--- config.mk ---
export PLATFORM = sky130hd
export DESIGN_NAME = shot_resolver
export DESIGN_NICKNAME = d
export VERILOG_FILES = /design/src/rtl/shot_resolver.sv
export SDC_FILE = /design/constraint.sdc
export NUM_CORES = 1
export LEC_CHECK = 0
export CAP_MARGIN = 20
export CORE_UTILIZATION = 54
export DETAILED_ROUTE_END_ITERATION = 8
export PLACE_DENSITY = 0.77
export SYNTH_ARGS = -nofsm -noshare
export SYNTH_HDL_FRONTEND = slang
export SYNTH_SLANG_ARGS = --single-unit
--- constraint.sdc ---
create_clock -name clk -period 4.8 [get_ports clk]
set_clock_uncertainty 0.2 [all_clocks]
set_input_delay 0.72 -clock clk [delete_from_list [all_inputs] [get_ports clk]]
set_output_delay 0.72 -clock clk [all_outputs]
set_load 0.1 [all_outputs]
--- src/rtl/shot_resolver.sv ---
// Resolves each shot against the five placed ships: hit/miss/sunk/duplicate/error,
// with per-ship damage masks, a 100-cell shot history and a sticky all-sunk flag.
module shot_resolver #(
    parameter int NUM_SHIPS   = 5,
    parameter int BOARD_CELLS = 100
) (
    input  logic                   clk,
    input  logic                   rst,
    input  logic                   clear,
    input  logic [7*NUM_SHIPS-1:0] ship_pos,
    input  logic [NUM_SHIPS-1:0]   ship_vert,
    input  logic                   shot_valid,
    input  logic [6:0]             shot_pos,
    output logic                   shot_ready,
    output logic                   result_valid,
    input  logic                   result_ready,
    output logic                   result_hit,
    output logic                   result_sunk,
    output logic [2:0]             result_ship,
    output logic                   result_dup,
    output logic                   result_err,
    output logic                   all_sunk
);

    // Handshakes: a shot transfers on a clock edge where shot_valid & shot_ready
    // (only in IDLE); a result transfers where result_valid & result_ready, and
    // the result fields hold steady from result_valid rising until that edge.

    typedef enum logic [2:0] {IDLE, SCAN, UPDATE, ERR, RESP} state_t;

    localparam int TOTAL_CELLS = 17;

    state_t             state;
    state_t             state_next;
    logic [6:0]         shot_reg;
    logic               dup_reg;
    logic [2:0]         k;
    logic               found;
    logic [2:0]         found_ship;
    logic [2:0]         found_seg;
    logic [4:0]         mask [NUM_SHIPS];
    logic [BOARD_CELLS-1:0] board;
    logic [4:0]         hit_cnt;

    function automatic logic [2:0] len_of(input int idx);
        case (idx)
            0:       return 3'd5;
            1:       return 3'd4;
            2:       return 3'd3;
            3:       return 3'd3;
            default: return 3'd2;
        endcase
    endfunction

    // Column by repeated threshold compare; only meaningful for 0..99.
    function automatic logic [3:0] col_of(input logic [6:0] v);
        logic [6:0] r;
        r = v;
        for (int i = 1; i <= 9; i++) begin
            if (v >= 7'(10 * i)) r = v - 7'(10 * i);
        end
        return r[3:0];
    endfunction

    // Per-cycle match of the latched shot against ship k.
    logic [6:0]        anchor;
    logic              vert;
    logic [2:0]        len;
    logic signed [7:0] d;
    logic              match;
    logic [2:0]        seg;

    always_comb begin
        anchor = 7'd0;
        vert   = 1'b0;
        len    = 3'd0;
        match  = 1'b0;
        seg    = 3'd0;
        for (int i = 0; i < NUM_SHIPS; i++) begin
            if (k == 3'(i)) begin
                anchor = ship_pos[7*i +: 7];
                vert   = ship_vert[i];
                len    = len_of(i);
            end
        end
        d = $signed({1'b0, shot_reg} - {1'b0, anchor});
        if (!vert) begin
            if (!d[7] && (d[6:0] < {4'd0, len}) && (col_of(shot_reg) >= col_of(anchor))) begin
                match = 1'b1;
                seg   = d[2:0];
            end
        end else begin
            for (int j = 0; j < 5; j++) begin
                if ((3'(j) < len) && (d == 8'(10 * j))) begin
                    match = 1'b1;
                    seg   = 3'(j);
                end
            end
        end
    end

    logic [4:0] seg_bit;
    logic [4:0] mask_sel;
    logic [4:0] full_sel;

    always_comb begin
        seg_bit  = 5'd1 << found_seg;
        mask_sel = 5'd0;
        full_sel = 5'd0;
        for (int i = 0; i < NUM_SHIPS; i++) begin
            if (found_ship == 3'(i)) begin
                mask_sel = mask[i];
                full_sel = 5'((6'd1 << len_of(i)) - 6'd1);
            end
        end
    end

    always_comb begin
        state_next = state;
        case (state)
            IDLE: begin
                if (shot_valid) begin
                    state_next = (shot_pos >= 7'(BOARD_CELLS)) ? ERR : SCAN;
                end
            end
            SCAN:    if (k == 3'(NUM_SHIPS - 1)) state_next = UPDATE;
            UPDATE:  state_next = RESP;
            ERR:     state_next = RESP;
            RESP:    if (result_ready) state_next = IDLE;
            default: state_next = IDLE;
        endcase
    end

    always_ff @(posedge clk) begin
        if (rst || clear) state <= IDLE;
        else              state <= state_next;
    end

    assign shot_ready   = (state == IDLE);
    assign result_valid = (state == RESP);

    always_ff @(posedge clk) begin
        if (rst || clear) begin
            shot_reg    <= 7'd0;
            dup_reg     <= 1'b0;
            k           <= 3'd0;
            found       <= 1'b0;
            found_ship  <= 3'd7;
            found_seg   <= 3'd0;
            board       <= '0;
            hit_cnt     <= 5'd0;
            all_sunk    <= 1'b0;
            result_hit  <= 1'b0;
            result_sunk <= 1'b0;
            result_ship <= 3'd7;
            result_dup  <= 1'b0;
            result_err  <= 1'b0;
            for (int i = 0; i < NUM_SHIPS; i++) mask[i] <= 5'd0;
        end else begin
            case (state)
                IDLE: begin
                    if (shot_valid) begin
                        shot_reg   <= shot_pos;
                        dup_reg    <= (shot_pos < 7'(BOARD_CELLS)) && board[shot_pos];
                        k          <= 3'd0;
                        found      <= 1'b0;
                        found_ship <= 3'd7;
                        found_seg  <= 3'd0;
                    end
                end
                SCAN: begin
                    // Lower ship index wins on overlap: first match sticks.
                    if (!found && match) begin
                        found      <= 1'b1;
                        found_ship <= k;
                        found_seg  <= seg;
                    end
                    k <= k + 3'd1;
                end
                UPDATE: begin
                    result_hit  <= found;
                    result_ship <= found ? found_ship : 3'd7;
                    result_dup  <= dup_reg;
                    result_err  <= 1'b0;
                    result_sunk <= 1'b0;
                    if (!dup_reg) begin
                        board[shot_reg] <= 1'b1;
                        if (found) begin
                            for (int i = 0; i < NUM_SHIPS; i++) begin
                                if (found_ship == 3'(i)) mask[i] <= mask[i] | seg_bit;
                            end
                            if ((mask_sel | seg_bit) == full_sel) result_sunk <= 1'b1;
                            hit_cnt <= hit_cnt + 5'd1;
                            if (hit_cnt == 5'(TOTAL_CELLS - 1)) all_sunk <= 1'b1;
                        end
                    end
                end
                ERR: begin
                    result_hit  <= 1'b0;
                    result_sunk <= 1'b0;
                    result_ship <= 3'd7;
                    result_dup  <= 1'b0;
                    result_err  <= 1'b1;
                end
                default: ;
            endcase
        end
    end

endmodule

==> out/metrics.yaml, run 1 <==
status: "finished clean"
tritoncts: "yes"
tns_ns: 0
synthDistinctLibCells: 80
viasPerCell: 6.11
largest_reg_flops: 100
worst_pin_slew_ns: 0.975
required_ns: 4.94
ys_async_sr_fraction: 0
synthAdderAreaFrac: 0.0474
synth_area_leader_cell: "dfxtp_1"
worst-r2r-setup-slack_ns: 0.19
fin_crit_sh: 0.961
root_buffer: "clkbuf_16"
grt_max_degree: 51
area_growth_pct: 18.6
insertion_delay_ns: 0.43
grt_antenna_before_repair: 0
drc: 0
portBuffers: 61
nets: 1174
clkTransAtPathRegs_ns: 0.07
synthTopCellsByArea: "dfxtp_1, nor2_1, edfxtp_1, mux4_2, a21oi_1"
synth_ff_type: "dfxtp_1"
dpl.hpwl_um: 15600
synth_xor_area_frac: 0.00987
yosysSeqAreaShare: 0.387
hp-class: "flip-flop to flip-flop"
die_area_mm2: 0.0169
num_vias: 8053
num_antenna_cells: 0
synth_compound_area_frac: 0.193
hold_slack_ns: 0.267
r2r_cells: 20
grt_use_total: 0.279
boundaryPins: 62
timing.rr.start: "k[0]"
holdCritStartpoint: "board[98]"
ys_ff_latch: 159
seqCellArea_mm2: 0.00344
clockBufferDepth: 2
clock.fmax_mhz: 217
drtAntennaViolNets: 0
placed_area_mm2: 0.00975
dr.pass1.iters: 5
r2r_end: "found_ship[0]"
p_per_area_mw_per_mm2: 307
syn_area_mm2: 0.00887
die_h_um: 130
wl_per_cell_um: 17.9
drv_slew: 0
synth-edff-count: 25
fp-row-count: 46
arrival_ns: 4.75
cts_hold_buf: 0
grt_remaining_overflow: 0
cp-start-kind: "flip-flop"
muxShareOfSynthArea: 0.102
synth_top_family_by_area: "simple AND/OR/NAND/NOR gates"
fin_area_mm2: 0.0105
endpoint_kind: "flip-flop"
wirelength_um: 23500
grt_pass1_vias: 7424
setup_viol: 0
cts_max_level: 4
drive_gt1_frac: 0.140
vdd_drop_max_mv: 0.373
hold_violations: 0
crit_type: "flip-flop to flip-flop"
drtIter0Drc: 830
slew-limit-headroom: 0.348
yosysTopAreaCellShare: 0.302
multiInputGateArea_mm2: 0.00513
synthCells: 1028
hold_path_depth: 2
die_w_um: 130
yosys.area_share.simple: 0.216
cts_made_buffers: 17
syn_avg_cell_area_um2: 8.63
ys_top_cells_by_count: "nor2_1, a21oi_1, dfxtp_1"
worstHoldEndpoint: "board[98]"
cts_num_sinks: 159
grt_pass1_wl_um: 36900
cp_max_fo: 9
synth.most_common_cell: "nor2_1"
core_area_mm2: 0.0159
drv_cap: 0
start_util: 0.557
place.gp.congestion: 0.893
p_leak_nw: 3.92
period_minus_slack_ns: 4.61
synth.net_count: 1113
fillers: 1282
power_w: 0.00323
ys_warn_count: 0
==> cell type report <==
class | instances | share of cell area
timing repair buffer | 108 | 0.0907
tap | 216 | 0.0257
clock inverter | 14 | 0.0189
inverter | 24 | 0.00880
clock buffer | 18 | 0.0417
sequential | 159 | 0.327
multi-input combinational | 779 | 0.488
==> cell families (layout without fill, tap and decap cells) <==
family / after synthesis / count (layout)
adder cells (fa/ha/maj): 33 / 33
buffers and inverters: 90 / 164
XOR/XNOR: 10 / 10
flip-flops: 159 / 159
multiplexers: 51 / 51
AO/OA/AOI/OAI: 267 / 267
AND/OR/NAND/NOR: 418 / 418
==> through the flow <==
stage	setup slack (ns)	utilization	instances
final	0.186	0.660	1318
after global routing	-0.0511	0.660	1318
after CTS	0.0354	0.652	1312
after detailed placement	-0.167	0.612	1280
after global placement	-0.0687	0.612	1280
after floorplan	0.0772	-	1028
==> worst max-delay path, stage by stage (launching register included) <==
cell	delay, ns
dfxtp_2	0.34
inv_1	0.12
ha_2	0.22
nand2b_1	0.13
o311ai_2	0.32
a22o_1	0.26
buf_6	0.16
ha_2	0.20
o21ai_0	0.16
a311oi_4	0.35
mux2i_1	0.12
o31a_1	0.31
a211oi_2	0.20
ha_2	0.29
o21a_1	0.18
a21oi_2	0.16
a2111oi_2	0.05
nand4_1	0.18
nor3_2	0.07
nor2_4	0.25
mux2i_1	0.25
==> placed cells by master (no fill, tap or decap), types with 5 or more instances in the layout <==
| cell | netlist | layout |
|---|---|---|
| o22ai_1 | 7 | 7 |
| mux2i_1 | 16 | 16 |
| a31oi_1 | 12 | 12 |
| ha_2 | 0 | 5 |
| xnor2_1 | 6 | 6 |
| and2_1 | 7 | 7 |
| o21ai_0 | 21 | 21 |
| clkbuf_16 | 0 | 17 |
| a221oi_1 | 7 | 7 |
| buf_4 | 5 | 43 |
| and3_1 | 10 | 10 |
| nand3b_1 | 10 | 10 |
| mux4_2 | 31 | 31 |
| dfxtp_1 | 134 | 132 |
| nand2_1 | 78 | 78 |
| o31ai_1 | 7 | 7 |
| o21a_1 | 7 | 7 |
| nor3_1 | 21 | 20 |
| nand2b_1 | 13 | 13 |
| nand3_1 | 14 | 14 |
| nor3b_1 | 7 | 7 |
| nor2b_1 | 16 | 16 |
| nand4_1 | 6 | 6 |
| inv_1 | 18 | 18 |
| nor2_1 | 205 | 205 |
| clkdlybuf4s50_1 | 0 | 60 |
| a211oi_1 | 9 | 9 |
| ha_1 | 32 | 27 |
| edfxtp_1 | 25 | 25 |
| a21oi_1 | 136 | 134 |
| o211ai_1 | 6 | 6 |
| or3_1 | 5 | 5 |
==> repair_timing <==
| action | 4_1_cts | 5_1_grt |
|---|---|---|
| endpoints found under the setup margin | 0 | 7 |
| buffers inserted | 0 | 3 |
| resized for setup | 0 | 20 |
==> how the worst max path moves through the flow <==
| stage | startpoint | to | slack (ns) | cells after the start |
|---|---|---|---|---|
| after CTS | k[1] | found_ship[0] | 0.04 | 21 |
| final | k[0] | found_ship[0] | 0.19 | 20 |
| after detailed placement | ship_pos[2] | found_ship[2] | -0.17 | 20 |
| after global routing | k[0] | found_seg[1] | -0.05 | 21 |
| after global placement | ship_pos[2] | found_ship[0] | -0.07 | 20 |
| after floorplan | k[2] | found_seg[0] | 0.08 | 23 |
==> layer usage <==
layer	global-route usage	part of all wire	routed length, µm	vias to the layer above
met5	0	0	0	-
met4	0.0882	0.017	389	0
met3	0.0426	0.067	1580	43
met2	0.487	0.50	11700	333
met1	0.353	0.42	9910	3846
li1	-	-	-	3831
==> report_power, final <==
group          internal [W]  total (W)  switching [W]
Clock              0.000854    0.00144       0.000587
Combinational      0.000183   0.000410       0.000227
Sequential          0.00136    0.00137      0.0000115
Total               0.00240    0.00323       0.000825
(Power assumes the default switching activity.)
==> run 2, diff against run 1 <==
--- a/config.mk
+++ b/config.mk
@@ -9,6 +9,7 @@
 export CORE_UTILIZATION = 54
 export DETAILED_ROUTE_END_ITERATION = 8
 export PLACE_DENSITY = 0.77
+export RECOVER_POWER = 100
 export SYNTH_ARGS = -nofsm -noshare
 export SYNTH_HDL_FRONTEND = slang
 export SYNTH_SLANG_ARGS = --single-unit
==> run 2 against run 1 <==
Net effect: the flow now finishes with violations (max-capacitance violations, max-slew violations); utilization is 0.11 points lower; first-iteration DRC count is 2.2% higher; sequential power hardly changed; critical path depth stayed put; total power hardly changed; final cell count stayed put; combinational power hardly changed; hold slack hardly changed; critical path type unchanged.
==> out/metrics.yaml, run 2 (synthesis results as in run 1) <==
clock.fmax_mhz: 217
grt_remaining_overflow: 0
p_leak_nw: 3.91
cp-endpoint: "found_ship[0]"
cts_made_buffers: 17
cp-start-kind: "flip-flop"
clockBufferDepth: 2
status: "finished with violations"
internal_power_w: 0.00240
r2r_cells: 20
tritoncts: "yes"
setup_viol: 0
slew-limit-headroom: -0.182
grt_max_degree: 51
die_w_um: 130
drive_gt1_frac: 0.133
num_antenna_cells: 0
num_vias: 8087
period_minus_slack_ns: 4.61
fin_area_mm2: 0.0105
hold_violations: 0
dpl.hpwl_um: 15600
nets: 1174
drc: 0
die_area_mm2: 0.0169
insertion_delay_ns: 0.43
multiInputGateArea_mm2: 0.00513
place_inst: 1280
largest_reg_flops: 100
final_cell_mix: "nor2_1, a21oi_1, dfxtp_1"
tns_ns: 0
wl_per_cell_um: 17.8
layout.cells.most_common: "nor2_1"
start_util: 0.557
final_cells: 1318
grt_pass1_vias: 7424
timing.rr.start: "k[0]"
placed_area_mm2: 0.00975
dr.pass1.iters: 5
grt_pass1_wl_um: 36900
violations: "max-capacitance violations, max-slew violations"
cts_max_level: 4
drtAntennaViolNets: 0
root_buffer: "clkbuf_16"
cts_hold_buf: 0
fin_crit_sh: 0.961
cp_max_fo: 9
cp-startpoint: "k[0]"
cts_num_sinks: 159
core_area_mm2: 0.0159
required_ns: 4.94
hp-class: "flip-flop to flip-flop"
area_growth_pct: 18.4
grt_antenna_before_repair: 0
portBuffers: 61
crit_type: "flip-flop to flip-flop"
p_per_area_mw_per_mm2: 307
power_frac_clock: 0.447
die_h_um: 130
fp-row-count: 46
wirelength_um: 23500
drv_cap: 2
boundaryPins: 62
vdd_drop_max_mv: 0.373
viasPerCell: 6.14
arrival_ns: 4.75
seq_power_share: 0.426
clkTransAtPathRegs_ns: 0.06
worst-r2r-setup-slack_ns: 0.19
grt_use_total: 0.279
endpoint_kind: "flip-flop"
sw_frac_of_total: 0.256
worst_pin_slew_ns: 1.77
seqCellArea_mm2: 0.00344
r2r_end: "found_ship[0]"
place.gp.congestion: 0.893
fillers: 1287
combPwrFrac: 0.127
p_sw_w: 0.000825
drtIter0Drc: 848
drv_slew: 84
## run 2: cell types whose count changed in the layout (fill, tap and decap cells not counted)
cell	before	now
clkdlybuf4s50_1	60	49
dlygate4sd3_1	0	11
clkbuf_1	0	6
buf_4	43	40
and2_0	0	2
and2_1	7	5
clkbuf_2	3	1
buf_2	1	0
or2_1	3	4
or2_4	2	1
## run 2: area by class of cell
type                    count  share of cell area
multi-input cells         779               0.488
clock inverters            14              0.0189
inverters                  24             0.00881
repair buffers            108              0.0895
well taps                 216              0.0257
clock buffers              18              0.0418
flip-flops and latches    159               0.327
## run 2: worst max-delay path, stage by stage (launching register included)
cell       delay [ns]
dfxtp_2          0.34
inv_1            0.12
ha_2             0.22
nand2b_1         0.13
o311ai_2         0.32
a22o_1           0.26
buf_6            0.16
ha_2             0.20
o21ai_0          0.16
a311oi_4         0.35
mux2i_1          0.12
o31a_1           0.31
a211oi_2         0.20
ha_2             0.29
o21a_1           0.18
a21oi_2          0.16
a2111oi_2        0.05
nand4_1          0.18
nor3_2           0.07
nor2_4           0.25
mux2i_1          0.25
## run 2: worst min path at each step
| stage | from | endpoint | depth (start not counted) |
|---|---|---|---|
| after detailed placement | board[86] | board[86] | 2 |
| after CTS | board[67] | board[67] | 2 |
| after global placement | board[29] | board[29] | 2 |
| final | board[67] | board[67] | 2 |
| after floorplan | board[10] | board[10] | 2 |
| after global routing | board[14] | board[14] | 2 |
## run 2: timing repair
action,CTS,global route
endpoints found under the setup margin,0,7
resized for setup,0,20
setup buffers,0,3
## run 2: layer usage
| metal | track usage | wire length [µm] | vias to the layer above | part of all wire |
|---|---|---|---|---|
| met5 | 0 | 0 | - | 0 |
| met4 | 0.0882 | 450 | 0 | 0.019 |
| met3 | 0.0426 | 1640 | 49 | 0.070 |
| met2 | 0.487 | 11600 | 347 | 0.49 |
| met1 | 0.353 | 9820 | 3872 | 0.42 |
| li1 | - | - | 3819 | - |
## run 2: power groups by stage
stage	Sequential (W)	Clock (W)	Combinational, W
floorplan	0.00140	0	0.000263
global placement	0.00140	0	0.000386
detailed placement	0.00140	0	0.000389
CTS	0.00137	0.00145	0.000392
global route	0.00138	0.00151	0.000447
finish	0.00137	0.00144	0.000409
## run 2: through the flow
step	setup WS (ns)	power, W	util	hold WS [ns]
after global routing	-0.0511	0.00333	0.659	0.287
after CTS	0.0354	0.00321	0.652	0.269
after global placement	-0.0687	0.00179	0.612	0.243
after floorplan	0.0772	0.00166	-	0.231
after detailed placement	-0.167	0.00179	0.612	0.250
final	0.188	0.00322	0.659	0.267
==> run 3, diff against run 2 <==
--- a/config.mk
+++ b/config.mk
@@ -8,7 +8,7 @@
 export CAP_MARGIN = 20
 export CORE_UTILIZATION = 54
 export DETAILED_ROUTE_END_ITERATION = 8
-export PLACE_DENSITY = 0.77
+export PLACE_DENSITY = 0.73
 export RECOVER_POWER = 100
 export SYNTH_ARGS = -nofsm -noshare
 export SYNTH_HDL_FRONTEND = slang
==> run 3 against run 2 <==
Net effect: the flow now finishes without violations; via count down 3.2%; hold slack got worse by 0.011 ns; first-iteration DRC count down 30%; clock power about the same.
==> out/metrics.yaml, run 3 (synthesis results as in run 1) <==
fillers: 1314
tritoncts: "yes"
viasPerCell: 5.91
root_buffer: "clkbuf_16"
placed_area_mm2: 0.00981
grt_antenna_before_repair: 0
fin_area_mm2: 0.0105
drv_cap: 0
die_h_um: 130
fin_crit_sh: 0.948
largest_reg_flops: 100
hold_path_depth: 2
grt_pass1_vias: 7295
setup_viol: 0
cp_slowest_cell: "a311oi_2"
cp_max_fo: 10
drc: 0
path_cells: "ha_1, ha_2, buf_4, a22o_1, o21a_1, or2_4, buf_4, inv_2, o21ai_0, a311oi_2, mux2i_1, o31a_1, a211oi_2, ha_2, o21a_1, a21oi_1, a2111oi_2, nand4_1, nor3_2, nor2_2, buf_4, mux2i_1"
setup_ws_ns: 0.250
hp-class: "flip-flop to flip-flop"
boundaryPins: 62
num_antenna_cells: 0
cts_max_level: 4
grt_max_degree: 85
status: "finished clean"
required_ns: 4.90
drv_slew: 0
drive_gt1_frac: 0.141
start_util: 0.557
core_area_mm2: 0.0159
grt_remaining_overflow: 0
place.gp.congestion: 0.868
cts_num_sinks: 159
final_cell_mix: "nor2_1, a21oi_1, dfxtp_1"
drtAntennaViolNets: 0
grt_use_total: 0.276
vdd_drop_max_mv: 0.359
fp-row-count: 46
cts_made_buffers: 17
drtIter0Drc: 594
worst-path-buf-inv: 4
clock.fmax_mhz: 220
cp_top_family: "compound AO/OA/AOI/OAI gates"
clkTransAtPathRegs_ns: 0.07
num_vias: 7825
area_growth_pct: 18.8
cp-start-kind: "flip-flop"
dr.pass1.iters: 5
endpoint_kind: "flip-flop"
p_per_area_mw_per_mm2: 308
cpPeakStageDelay_ns: 0.37
portBuffers: 61
cp.depth: 22
arrival_ns: 4.65
grt_pass1_wl_um: 36400
clockBufferDepth: 2
path_common_cell: "buf_4"
worst_pin_slew_ns: 1.34
layout.cells.most_common: "nor2_1"
slew-limit-headroom: 0.107
hold_violations: 0
die_area_mm2: 0.0169
power_w: 0.00324
wl_per_cell_um: 17.4
p_leak_nw: 3.93
crit_type: "flip-flop to flip-flop"
insertion_delay_ns: 0.43
die_w_um: 130
wirelength_um: 23100
r2r_cells: 22
period_minus_slack_ns: 4.55
nets: 1179
pre_cts_ws_ns: -0.0839
dpl.hpwl_um: 15600
==> run 3: final timing paths <==
check                  start            end  slack (ns)
setup / recovery        k[0]  found_ship[1]        0.25
hold / removal    result_dup     result_dup        0.26
setup reg to reg        k[0]  found_ship[1]        0.25
hold reg to reg   result_dup     result_dup        0.26
==> run 3: repair_timing <==
| item | 4_1_cts | 5_1_grt |
|---|---|---|
| gates resized for setup | 0 | 22 |
| endpoints found under the setup margin | 0 | 7 |
| hold buffers | 0 | 0 |
| buffers inserted | 0 | 1 |
==> run 3: worst min-delay path, stage by stage, from the launching register on <==
cell and delay [ns]:
dfxtp_1 0.31, nand2_1 0.05, a21oi_1 0.05
==> run 3: area by class of cell <==
type	count	area (µm²)	area share
Multi-Input combinational cell	779	5130	0.486
Timing Repair Buffer	113	981	0.0930
Tap cell	216	270	0.0256
Clock buffer	18	450	0.0427
Inverter	24	92.6	0.00878
Clock inverter	14	190	0.0180
Sequential cell	159	3430	0.326
==> run 3: metrics by stage <==
stage,TNS (ns),std cells,hold slack (ns),utilization
floorplan,0,1028,0.231,-
global placement,-0.0644,1288,0.243,0.616
detailed placement,-0.494,1288,0.249,0.616
CTS,0,1320,0.258,0.656
global route,-0.000582,1323,0.282,0.661
finish,0,1323,0.255,0.661
==> run 3: routing by layer <==
layer  GRT usage  vias to the layer above  routed length, µm
met3      0.0496                       29               1300
met5           0                        -                  0
met4      0.0752                        0                330
li1            -                     3825                  -
met2       0.474                      238              11200
met1       0.356                     3733              10300
==> run 3: where the power goes <==
group / total, W / switching (W) / internal [W]
registers: 0.00137 / 0.0000109 / 0.00136
logic: 0.000409 / 0.000225 / 0.000184
clock network: 0.00146 / 0.000592 / 0.000869
